**src/rtl/keypad_scanner.sv**
```systemverilog
// 4x3 keypad column scanner with row synchronizer, full-scan debounce and key encoding.
// Optional auto-repeat strobes are enabled by defining KEYPAD_AUTOREPEAT_EN.
module keypad_scanner #(
  parameter int unsigned SCAN_DIV       = 60000,
  parameter int unsigned DEBOUNCE_SCANS = 3,
  parameter int unsigned REPEAT_SCANS   = 50
) (
  input  logic       clk,
  input  logic       reset,
  input  logic [3:0] row_n,
  output logic [2:0] col_n,
  output logic [3:0] key_code,
  output logic       is_pressed,
  output logic       star_pressed,
  output logic       key_strobe
);

  localparam int unsigned DIV_W = (SCAN_DIV > 2) ? $clog2(SCAN_DIV) : 2;
  localparam int unsigned STB_W = $clog2(DEBOUNCE_SCANS + 1);
  localparam logic [3:0]  KEY_NONE = 4'hF;
  localparam logic [3:0]  KEY_STAR = 4'd10;

  typedef enum logic [1:0] {COL0, COL1, COL2} col_state_e;

  col_state_e       state_q, state_d;
  logic [DIV_W-1:0] dwell_q, dwell_d;
  logic [3:0]       row_meta_q, row_sync_q;
  logic [3:0]       col0_hits_q, col1_hits_q;
  logic [3:0]       scan_q, scan_d;
  logic [STB_W-1:0] stable_q, stable_d;
  logic [3:0]       key_code_q, key_code_d;
  logic             key_strobe_q, key_strobe_d;
  logic             dwell_end, scan_end, key_update, rep_strobe;
  logic [11:0]      hit_vec;
  logic [3:0]       scan_code;

  function automatic logic [3:0] key_map(input int unsigned idx);
    case (idx)
      0:  key_map = 4'd1;
      1:  key_map = 4'd2;
      2:  key_map = 4'd3;
      3:  key_map = 4'd4;
      4:  key_map = 4'd5;
      5:  key_map = 4'd6;
      6:  key_map = 4'd7;
      7:  key_map = 4'd8;
      8:  key_map = 4'd9;
      9:  key_map = KEY_STAR;
      10: key_map = 4'd0;
      11: key_map = 4'd11;
      default: key_map = KEY_NONE;
    endcase
  endfunction

  assign dwell_end = (dwell_q == DIV_W'(SCAN_DIV - 1));
  assign scan_end  = dwell_end && (state_q == COL2);

  always_ff @(posedge clk or posedge reset) begin
    if (reset) begin
      state_q <= COL0;
      dwell_q <= '0;
    end else begin
      state_q <= state_d;
      dwell_q <= dwell_d;
    end
  end

  always_comb begin
    state_d = state_q;
    dwell_d = dwell_q + 1'b1;
    if (dwell_end) begin
      dwell_d = '0;
      unique case (state_q)
        COL0:    state_d = COL1;
        COL1:    state_d = COL2;
        COL2:    state_d = COL0;
        default: state_d = COL0;
      endcase
    end
  end

  always_comb begin
    unique case (state_q)
      COL0:    col_n = 3'b110;
      COL1:    col_n = 3'b101;
      COL2:    col_n = 3'b011;
      default: col_n = 3'b110;
    endcase
  end

  always_ff @(posedge clk or posedge reset) begin
    if (reset) begin
      row_meta_q  <= '1;
      row_sync_q  <= '1;
      col0_hits_q <= '0;
      col1_hits_q <= '0;
    end else begin
      row_meta_q <= row_n;
      row_sync_q <= row_meta_q;
      if (dwell_end && state_q == COL0) col0_hits_q <= ~row_sync_q;
      if (dwell_end && state_q == COL1) col1_hits_q <= ~row_sync_q;
    end
  end

  // Column 2 is taken straight from the synchronizer on its last dwell clock.
  always_comb begin
    logic [3:0] n_active;
    logic [3:0] found;
    n_active = '0;
    found    = KEY_NONE;
    hit_vec  = '0;
    for (int unsigned r = 0; r < 4; r++) begin
      hit_vec[r*3 + 0] = col0_hits_q[r];
      hit_vec[r*3 + 1] = col1_hits_q[r];
      hit_vec[r*3 + 2] = ~row_sync_q[r];
    end
    for (int unsigned i = 0; i < 12; i++) begin
      if (hit_vec[i]) begin
        n_active = n_active + 1'b1;
        found    = key_map(i);
      end
    end
    scan_code = (n_active == 4'd1) ? found : KEY_NONE;
  end

  always_comb begin
    scan_d   = scan_q;
    stable_d = stable_q;
    if (scan_end) begin
      scan_d = scan_code;
      if (scan_code == scan_q)
        stable_d = (stable_q == STB_W'(DEBOUNCE_SCANS)) ? stable_q : stable_q + 1'b1;
      else
        stable_d = STB_W'(1);
    end
  end

  assign key_update   = (stable_q == STB_W'(DEBOUNCE_SCANS)) && (scan_q != key_code_q);
  assign key_code_d   = key_update ? scan_q : key_code_q;
  assign key_strobe_d = (key_update && (scan_q != KEY_NONE)) || rep_strobe;

  always_ff @(posedge clk or posedge reset) begin
    if (reset) begin
      scan_q       <= KEY_NONE;
      stable_q     <= '0;
      key_code_q   <= KEY_NONE;
      key_strobe_q <= 1'b0;
    end else begin
      scan_q       <= scan_d;
      stable_q     <= stable_d;
      key_code_q   <= key_code_d;
      key_strobe_q <= key_strobe_d;
    end
  end

`ifdef KEYPAD_AUTOREPEAT_EN
  localparam int unsigned REP_W = (REPEAT_SCANS > 1) ? $clog2(REPEAT_SCANS) : 1;

  logic [REP_W-1:0] rep_q, rep_d;
  logic             scan_done_q;
  logic             repeatable;

  assign repeatable = (key_code_q != KEY_NONE) && (key_code_q != KEY_STAR);

  // Counting on the delayed scan pulse keeps repeats in phase with the first strobe.
  always_comb begin
    rep_d      = rep_q;
    rep_strobe = 1'b0;
    if (key_update) begin
      rep_d = '0;
    end else if (scan_done_q && repeatable) begin
      if (rep_q == REP_W'(REPEAT_SCANS - 1)) begin
        rep_d      = '0;
        rep_strobe = 1'b1;
      end else begin
        rep_d = rep_q + 1'b1;
      end
    end
  end

  always_ff @(posedge clk or posedge reset) begin
    if (reset) begin
      rep_q       <= '0;
      scan_done_q <= 1'b0;
    end else begin
      rep_q       <= rep_d;
      scan_done_q <= scan_end;
    end
  end
`else
  assign rep_strobe = 1'b0;
`endif

  assign key_code     = key_code_q;
  assign key_strobe   = key_strobe_q;
  assign is_pressed   = (key_code_q != KEY_NONE) && (key_code_q != KEY_STAR);
  assign star_pressed = (key_code_q == KEY_STAR);

endmodule
```
**config.mk**
```make
export PLATFORM = sky130hd
export DESIGN_NAME = keypad_scanner
export DESIGN_NICKNAME = d
export VERILOG_FILES = /design/src/rtl/keypad_scanner.sv
export SDC_FILE = /design/constraint.sdc
export NUM_CORES = 1
export LEC_CHECK = 0
export BUFFER_PORTS_ARGS = -buffer_cell sky130_fd_sc_hd__buf_2
export CAP_MARGIN = 10
export CELL_PAD_IN_SITES_DETAIL_PLACEMENT = 0
export CELL_PAD_IN_SITES_GLOBAL_PLACEMENT = 1
export CORE_ASPECT_RATIO = 1.5
export CORE_MARGIN = 1.5
export CORE_UTILIZATION = 25
export DETAILED_ROUTE_END_ITERATION = 10
export PLACE_DENSITY_LB_ADDON = 0.1
export SLEW_MARGIN = 0
export SYNTH_ARGS = -nofsm -noshare
export SYNTH_HDL_FRONTEND = slang
export SYNTH_SLANG_ARGS = --single-unit
```
**constraint.sdc**
```tcl
create_clock -name clk -period 9.9 [get_ports clk]
set_input_delay 0.99 -clock clk [delete_from_list [all_inputs] [get_ports clk]]
set_output_delay 0.99 -clock clk [all_outputs]
set_load 0.01 [all_outputs]
```
==> results.json, run 1 <==
{
  "grt_antenna_before_repair": 0,
  "final-max-slew-violation-count": 0,
  "pwr_density_cell_mw_per_mm2": 117,
  "cts_sinks": 45,
  "rsz0062_at_grt": "false",
  "layout.cell_area.non_filler_mm2": 0.00352,
  "initial_core_util": 0.256,
  "multi_input_area_mm2": 0.00189,
  "fillCellCount": 1356,
  "synth_compound_gate_area_share": 0.128,
  "slew-limit-headroom": 0.343,
  "post_synth_xor_area_fraction": 0.170,
  "met2_wirelength_um": 3690,
  "placementRows": 50,
  "fin_worst_skew_ns": 0.00342,
  "mostFrequentLayoutCells": "37 x nand2_1, 32 x nor2_1, 29 x dfrtp_1, 26 x xnor2_1, 20 x ha_1",
  "postSynthNetCount": 351,
  "wire_length_of_the_first_global_routing_pass_um": 11800,
  "io_buffers": 15,
  "route.antenna.remaining_nets": 0,
  "antenna-diode-count": 0,
  "core_area_mm2": 0.0125,
  "routed.top_layer": "met4",
  "routed_wl_um": 6940,
  "synth.area.mux_share": 0.0242,
  "cts-hold-fix-buffers": 0,
  "final_hold_viol_count": 0,
  "most_common_flop_cell_mapped_by_yosys": "dfrtp_1",
  "portion_of_the_post_synthesis_area_used_by_sequential_elements": 0.358,
  "yosysWarnings": 0,
  "synth_seq_cells": 45,
  "cts_setup_buffers": 0,
  "cp-end-kind": "flip-flop",
  "area.growth.synth_to_final_pct": 9.92,
  "most_frequent_standard_cell_in_the_layout_excluding_fill_and_tap_cells": "nand2_1",
  "leakagePower_uw": 0.00148,
  "reg2reg_slack_ns": 2.55,
  "synthesized_area_per_cell_um2": 9.86,
  "global_route.usage.total": 0.114,
  "critPathMaxStageDelay_ns": 0.46,
  "hold_class": "reg -> reg",
  "min_period_over_period": 0.742,
  "drt-wirelength-per-cell_um": 14.1,
  "outcome": "complete, no violations",
  "max_freq_mhz": 136,
  "clk_pin_slew_ns": 0.06,
  "final.min_clock_period_ns": 7.35,
  "maximum_number_of_pins_on_one_net_before_global_route_repair": 46,
  "min_from": "row_meta_q[2]",
  "end_point_of_the_most_critical_hold_path": "row_sync_q[2]",
  "yosysUniqueCellTypes": 65,
  "peakVddDrop_v": 0.0000845,
  "grt-ovfl-total": 0,
  "post_synth_inst_count": 325,
  "combinational_family_with_the_most_area_after_synthesis": "simple AND/OR/NAND/NOR gates",
  "max_cap_violations": 0,
  "worst_ep_arrival_time_ns": 7.52,
  "finalWeightedCongestion": 0.764,
  "drc_errors": 0,
  "critical_path_peak_fanout": 5,
  "floorplan.die_area_mm2": 0.0135,
  "worst_path_most_repeated_cell": "ha_1",
  "placed_area_mm2": 0.00337,
  "syn-cell-area_mm2": 0.00320,
  "first_global_vias": 2345,
  "tightest_slew_ns": 0.984,
  "drive_above_1_share": 0.205,
  "io-pin-count": 16,
  "startpoint_type": "flip-flop",
  "rr_worst_depth": 34,
  "met1_wire_length_um": 3040,
  "area.sequential_mm2": 0.00115,
  "drt-vias-per-instance": 4.61,
  "timing.hold.ws_ns": 0.355,
  "first_pass_iters": 4,
  "synthesized_area_fraction_occupied_by_adder_cells": 0.0781,
  "tritoncts": "yes",
  "critical_path.reg2reg.endpoint": "stable_q[0]",
  "num_vias": 2273,
  "number_of_synthesized_flops_with_an_enable_pin": 0,
  "clk_root_buffer_cell": "clkbuf_16",
  "fp.dieW_um": 95.4,
  "asyncSetResetFlopFracSynth": 1.00,
  "setup-violations-final": 0,
  "clk-insertion-delay-late_ns": 0.29,
  "cts_resized": 0,
  "half_perimeter_wire_length_after_placement_um": 5150,
  "cp-startpoint": "col0_hits_q[0]",
  "final.setup.tns_ns": 0,
  "die_height_um": 142,
  "rr_startpoint": "col0_hits_q[0]",
  "holdPathStages": 0,
  "yosys.area_share.simple": 0.190,
  "route.met3.wl_um": 87,
  "cts_buffer_depth": 2,
  "numCtsBuffers": 5,
  "layout.nets": 362,
  "crit_required_ns": 10.07,
  "first_iter_violations": 66,
  "htree_depth": 2,
  "critical-path-slowest-cell": "a2111oi_0",
  "critical_path_class": "reg -> reg"
}
-- worst max-delay path: cells and delay by family, from the launching register on --
| kind | cells | cell delay (ns) |
|---|---|---|
| adders and majority gates | 10 | 2.95 |
| AOI/OAI and AO/OA | 11 | 1.99 |
| and+or+nand+nor | 8 | 0.90 |
| muxes | 3 | 0.69 |
| DFF | 1 | 0.40 |
| xor gates and xnor gates | 1 | 0.23 |
| buffers and inverters | 1 | 0.08 |
-- final cells by class --
| class | instances | area share |
|---|---|---|
| multi-input combinational | 254 | 0.537 |
| sequential | 45 | 0.326 |
| tap | 156 | 0.0554 |
| clock buffer | 6 | 0.0394 |
| timing repair buffer | 16 | 0.0235 |
| inverter | 14 | 0.0156 |
| clock inverter | 2 | 0.00391 |
-- layer usage --
| layer | vias up | GRT usage |
|---|---|---|
| li1 | 1147 | - |
| met2 | 13 | 0.204 |
| met4 | 0 | 0.0441 |
| met5 | - | 0 |
| met1 | 1106 | 0.134 |
| met3 | 7 | 0.0145 |
-- worst max-delay path by stage --
stage                     slack [ns]           to  cells after the start
final                           2.55  stable_q[0]                     34
after global routing            1.90  stable_q[0]                     34
after CTS                       2.51  stable_q[0]                     34
after detailed placement        2.54  stable_q[0]                     34
after global placement          2.72  stable_q[0]                     34
after floorplan                 3.07  stable_q[0]                     35
-- cells in the mapped netlist, drive strengths merged, types with 5 or more instances --
library cell	number	area share
nand2	37	0.043
clkbuf	7	0.014
and2	5	0.011
nand3b	5	0.012
a21oi	9	0.014
ha	20	0.078
dfstp	16	0.13
xor2	14	0.041
nor2	33	0.041
xnor2	28	0.085
nand2b	6	0.014
nand3	15	0.023
inv	14	0.017
mux2	6	0.021
nor2b	5	0.0098
dfrtp	29	0.23
o21ai	20	0.031
-- kinds of logic (layout without fill, tap and decap cells) --
kind of cell,count (synthesis),after routing
buffers and inverters,26,38
and+or+nand+nor,122,122
AOI/OAI and AO/OA,57,57
DFF,45,45
muxes,7,7
adders and majority gates,20,20
xor gates and xnor gates,48,48
-- registers in the layout (all words and copies together) (netlist names) --
signal	count
state_q	2
row_meta_q	4
stable_q	2
key_strobe	1
row_sync_q	4
dwell_q	16
col0_hits_q	4
key_code	4
scan_q	4
col1_hits_q	4
-- stage by stage --
stage / total power (uW) / setup WS [ns] / std cells / util
floorplan: 233 / 3.07 / 325 / -
global placement: 243 / 2.72 / 485 / 0.269
detailed placement: 243 / 2.54 / 485 / 0.269
CTS: 424 / 2.51 / 493 / 0.281
global route: 435 / 1.90 / 493 / 0.281
finish: 413 / 2.55 / 493 / 0.281
-- power by group --
part | leakage [uW] | internal, uW | switching [uW]
Combinational | 0.000850 | 20.8 | 27.5
Sequential | 0.000557 | 187 | 3.22
Clock | 0.0000768 | 101 | 74.1
Total | 0.00148 | 308 | 105
No activity file was read; power rests on OpenSTA's default activity.
==> run 2: changes to the inputs <==
- clock period: 9.9 -> 7.58 ns (I/O delays scaled with it)
==> run 2 against run 1 <==
Highest routed layer unchanged. Clock skew about the same. Count of clock-buffer cells in the layout unchanged. Sequential power up 31%. Combinational power up 45%. Critical endpoint unchanged. Worst hold slack about the same. Sequential share of layout area down 0.59 points. Register-to-register slack worse by 2.1 ns. Global-route usage unchanged.
==> results.json, run 2 (synthesized netlist as in run 1, its figures left out) <==
{
  "power_frac_comb": 0.128,
  "critPathMaxStageDelay_ns": 0.41,
  "grt_antenna_before_repair": 0,
  "critical_path_class": "reg -> reg",
  "route.met3.wl_um": 92,
  "leakagePower_uw": 0.00150,
  "pwr_density_cell_mw_per_mm2": 153,
  "worst_ep_arrival_time_ns": 7.29,
  "core_area_mm2": 0.0125,
  "met1_wire_length_um": 3020,
  "mostFrequentLayoutCells": "36 x nand2_1, 32 x nor2_1, 29 x dfrtp_1, 25 x xnor2_1, 19 x o21ai_0",
  "initial_core_util": 0.256,
  "outcome": "complete, no violations",
  "crit_required_ns": 7.75,
  "critical_path.n_buffers_inverters": 1,
  "routed_wl_um": 6970,
  "critPathTopFamily": "adder cells",
  "min_period_over_period": 0.940,
  "numCtsBuffers": 5,
  "most_frequent_standard_cell_in_the_layout_excluding_fill_and_tap_cells": "nand2_1",
  "fin_worst_skew_ns": 0.00331,
  "tritoncts": "yes",
  "fp.dieW_um": 95.4,
  "drt-vias-per-instance": 4.61,
  "drc_errors": 0,
  "met2_wirelength_um": 3740,
  "wire_length_of_the_first_global_routing_pass_um": 11800,
  "half_perimeter_wire_length_after_placement_um": 5150,
  "placementRows": 50,
  "grt-ovfl-total": 0,
  "slew-limit-headroom": 0.345,
  "max_freq_mhz": 140,
  "preCtsSetupSlack_ns": 0.222,
  "intPower_uw": 407,
  "final-max-slew-violation-count": 0,
  "critical-path-slowest-cell": "dfrtp_1",
  "area.growth.synth_to_final_pct": 12.0,
  "die_height_um": 142,
  "htree_depth": 2,
  "final.min_clock_period_ns": 7.12,
  "first_pass_iters": 4,
  "cts_buffer_depth": 2,
  "worst_path_most_repeated_cell": "ha_1",
  "regMostFlops": "dwell_q",
  "cts_sinks": 45,
  "cts-hold-fix-buffers": 0,
  "timing.hold.ws_ns": 0.355,
  "drt-wirelength-per-cell_um": 14.1,
  "final_hold_viol_count": 0,
  "share_seq_of_total_power": 0.455,
  "global_route.usage.total": 0.114,
  "clk_pin_slew_ns": 0.06,
  "maximum_number_of_pins_on_one_net_before_global_route_repair": 46,
  "io-pin-count": 16,
  "cp-end-kind": "flip-flop",
  "startpoint_type": "flip-flop",
  "first_iter_violations": 71,
  "routed.top_layer": "met4",
  "critical_path_peak_fanout": 5,
  "p_sw_uw": 140,
  "floorplan.die_area_mm2": 0.0135,
  "clk_root_buffer_cell": "clkbuf_16",
  "finalWorstSetupSlack_ns": 0.456,
  "setup-violations-final": 0,
  "largest_register_ff_count": 16,
  "finalWeightedCongestion": 0.764,
  "hold_class": "reg -> reg",
  "tightest_slew_ns": 0.982,
  "antenna-diode-count": 0,
  "io_buffers": 15,
  "peakVddDrop_v": 0.000110,
  "drive_above_1_share": 0.232,
  "power.share.clock": 0.417,
  "route.antenna.remaining_nets": 0,
  "max_cap_violations": 0,
  "first_global_vias": 2345,
  "layout.nets": 365,
  "swShare": 0.256,
  "clk-insertion-delay-late_ns": 0.29,
  "num_vias": 2287
}
==> run 2: changes by cell type in the layout (fill, tap and decap cells not counted), sizes merged <==
cell | before | now
buf | 16 | 19
==> run 2: worst reg2reg max path, delay by kind of cell (launching register included) <==
kind	cells	cell delay (ns)
flops	1	0.41
simple gates	8	0.83
mux	3	0.69
buf+inv	1	0.11
fa+ha+maj	10	2.94
xor+xnor	1	0.19
compound gates	11	1.85
==> run 2: layer usage <==
layer  track usage  up-vias
met3        0.0145        7
met2         0.204       15
met5             0        -
met1         0.134     1114
met4        0.0441        0
li1              -     1151
==> run 2: cell type report <==
class / count / area [um^2]
fillers: 1351 / 8930
multi-input cells: 254 / 1930
flip-flops and latches: 45 / 1150
well taps: 156 / 195
clock buffers: 6 / 139
repair buffers: 19 / 105
inverters: 14 / 55.1
clock inverters: 2 / 13.8
==> run 2: metrics by stage <==
step                       util  cell area (um^2)  power [uW]  setup TNS (ns)  cells
after global placement    0.269              3370         318               0    485
after detailed placement  0.269              3370         317               0    485
after CTS                 0.281              3520         554               0    493
final                     0.287              3590         547               0    496
after global routing      0.287              3590         576         -0.0630    496
after floorplan               -              3200         305               0    325
==> run 2: path summary, 6_finish.rpt <==
kind,to,depth (start not counted),slack [ns],start
worst min register to register,row_sync_q[2],0,0.36,row_meta_q[2]
worst min-delay path,row_sync_q[2],0,0.36,row_meta_q[2]
worst max register to register,stable_q[0],34,0.46,col1_hits_q[0]
max in group asynchronous,col0_hits_q[0],2,6.27,reset
min in group asynchronous,dwell_q[3],2,0.70,reset
worst max-delay path,stable_q[0],34,0.46,col1_hits_q[0]
==> run 2: power by group through the flow <==
| stage | Combinational [uW] | Clock [uW] | Sequential (uW) |
|---|---|---|---|
| 3_3_place_gp | 64.8 | 0 | 253 |
| 5_1_grt | 79.1 | 248 | 249 |
| 4_1_cts | 64.8 | 241 | 249 |
| 2_1_floorplan | 55.6 | 0 | 249 |
| 3_5_place_dp | 64.6 | 0 | 253 |
| 6_report | 70.1 | 228 | 249 |
==> run 2: what timing repair did <==
item,4_1_cts,5_1_grt
gates resized for setup,0,9
buffers inserted,0,3
endpoints found under the setup margin,0,2
==> run 3: changes to the inputs <==
- PLACE_DENSITY: unset -> 0.49
- PLACE_DENSITY_LB_ADDON: 0.1 -> unset
==> run 3 against run 2 <==
Worst setup slack better by 0.030 ns. Core utilization is 0.35 points lower. Count of clock-buffer cells in the layout is 1 higher. First-iteration DRC count is 13% lower. Routed wire length is 2.7% lower. Critical endpoint unchanged. Power is 1.8% lower. Global-route usage is 0.46 points lower. Largest cell class unchanged. Non-clock buffer count is 3 lower. Critical path depth stayed put. Sequential cell count stayed put. Sequential power hardly changed.
==> results.json, run 3 (synthesized netlist as in run 1, its figures left out) <==
{
  "drt-vias-per-instance": 4.61,
  "cts_sinks": 45,
  "pwr_density_cell_mw_per_mm2": 152,
  "max_freq_mhz": 141,
  "final.min_clock_period_ns": 7.09,
  "io_buffers": 15,
  "startpoint_type": "flip-flop",
  "final_hold_viol_count": 0,
  "fp.dieW_um": 95.4,
  "first_pass_iters": 4,
  "cts_buffer_depth": 2,
  "drive_above_1_share": 0.214,
  "rsz0062_at_grt": "false",
  "worst_ep_arrival_time_ns": 7.27,
  "most_frequent_standard_cell_in_the_layout_excluding_fill_and_tap_cells": "nand2_1",
  "route.antenna.remaining_nets": 0,
  "swShare": 0.260,
  "intPower_uw": 398,
  "core_area_mm2": 0.0125,
  "power.total_uw": 537,
  "worst_path_most_repeated_cell": "ha_1",
  "drt-wirelength-per-cell_um": 13.8,
  "layout.nets": 362,
  "power_frac_comb": 0.127,
  "placed_area_mm2": 0.00336,
  "floorplan.die_area_mm2": 0.0135,
  "outcome": "complete, no violations",
  "share_seq_of_total_power": 0.463,
  "antenna-diode-count": 0,
  "critical_path_class": "reg -> reg",
  "crit_required_ns": 7.75,
  "first_iter_violations": 62,
  "num_vias": 2274,
  "first_global_vias": 2361,
  "placementRows": 50,
  "setup-violations-final": 0,
  "slew-limit-headroom": 0.324,
  "max_cap_violations": 0,
  "clk_root_buffer_cell": "clkbuf_16",
  "tritoncts": "yes",
  "half_perimeter_wire_length_after_placement_um": 4990,
  "drc_errors": 0,
  "power.share.clock": 0.409,
  "min_period_over_period": 0.936,
  "htree_depth": 2,
  "clk_pin_slew_ns": 0.07,
  "global_route.usage.total": 0.109,
  "routed_wl_um": 6780,
  "wire_length_of_the_first_global_routing_pass_um": 11400,
  "clk-insertion-delay-late_ns": 0.29,
  "final.setup.tns_ns": 0,
  "area.growth.synth_to_final_pct": 10.6,
  "critPathTopFamily": "adder cells",
  "critical_path_peak_fanout": 5,
  "mostFrequentLayoutCells": "36 x nand2_1, 32 x nor2_1, 29 x dfrtp_1, 25 x xnor2_1, 19 x ha_1",
  "cp-end-kind": "flip-flop",
  "die_height_um": 142,
  "maximum_number_of_pins_on_one_net_before_global_route_repair": 46,
  "critical-path-slowest-cell": "dfrtp_1",
  "multi_input_area_mm2": 0.00192,
  "peakVddDrop_v": 0.000120,
  "p_sw_uw": 139,
  "largest_register_ff_count": 16,
  "critPathMaxStageDelay_ns": 0.40,
  "fin_worst_skew_ns": 0.00849,
  "io-pin-count": 16,
  "leakagePower_uw": 0.00148,
  "initial_core_util": 0.256,
  "grt-ovfl-total": 0,
  "grt_antenna_before_repair": 0,
  "tightest_slew_ns": 1.01,
  "layout.cell_area.non_filler_mm2": 0.00354,
  "finalWeightedCongestion": 0.785,
  "final-max-slew-violation-count": 0,
  "cts-hold-fix-buffers": 0,
  "critical_path.n_buffers_inverters": 1,
  "hold_class": "reg -> reg",
  "area.sequential_mm2": 0.00115,
  "regMostFlops": "dwell_q",
  "numCtsBuffers": 5,
  "fillCellCount": 1365
}
-- run 3: repair_timing --
item,CTS,global route
gates resized for setup,0,8
buffers inserted,0,1
endpoints found under the setup margin,0,2
-- run 3: final cells by class --
type,count,share of cell area
Multi-Input combinational cell,254,0.543
Inverter,14,0.0155
Sequential cell,45,0.324
Tap cell,156,0.0551
Timing Repair Buffer,16,0.0233
Clock buffer,7,0.0374
Clock inverter,1,0.00212
-- run 3: worst paths after layout --
check | start | to | slack [ns] | depth (start not counted)
min in group asynchronous | reset | col1_hits_q[3] | 0.69 | 2
worst min-delay path | row_meta_q[1] | row_sync_q[1] | 0.36 | 0
worst min register to register | row_meta_q[1] | row_sync_q[1] | 0.36 | 0
worst max register to register | col1_hits_q[0] | stable_q[0] | 0.49 | 34
worst max-delay path | col1_hits_q[0] | stable_q[0] | 0.49 | 34
max in group asynchronous | reset | stable_q[1] | 6.30 | 2
-- run 3: per-stage QoR --
stage / hold WS, ns / instances / utilization / setup slack [ns]
6_report: 0.356 / 493 / 0.283 / 0.486
5_1_grt: 0.359 / 493 / 0.283 / 0.0260
4_1_cts: 0.359 / 492 / 0.280 / 0.222
3_5_place_dp: 0.349 / 484 / 0.269 / 0.250
3_3_place_gp: 0.349 / 484 / 0.269 / 0.400
2_1_floorplan: 0.345 / 325 / - / 0.746
-- run 3: metal layers --
metal / GRT usage / share of wire / vias up / routed length [um]
met4: 0.0433 / 0.018 / 0 / 119
met2: 0.201 / 0.55 / 14 / 3710
met3: 0.0161 / 0.017 / 6 / 113
li1: - / - / 1141 / -
met1: 0.122 / 0.42 / 1113 / 2840
met5: 0 / 0 / - / 0
-- run 3: power groups by stage --
stage	clock network, uW	registers, uW	logic, uW
2_1_floorplan	0	249	55.6
3_3_place_gp	0	253	63.5
4_1_cts	228	249	64.5
6_report	220	249	68.5
3_5_place_dp	0	253	64.4
5_1_grt	235	249	77.1
-- run 3: worst register-to-register path: cells and delay by family, from the launching register on --
kind,cells,cell delay [ns]
adders and majority gates,10,2.98
AOI/OAI and AO/OA,10,1.65
and+or+nand+nor,9,0.98
muxes,3,0.69
DFF,1,0.40
xor gates and xnor gates,1,0.15
buffers and inverters,1,0.11
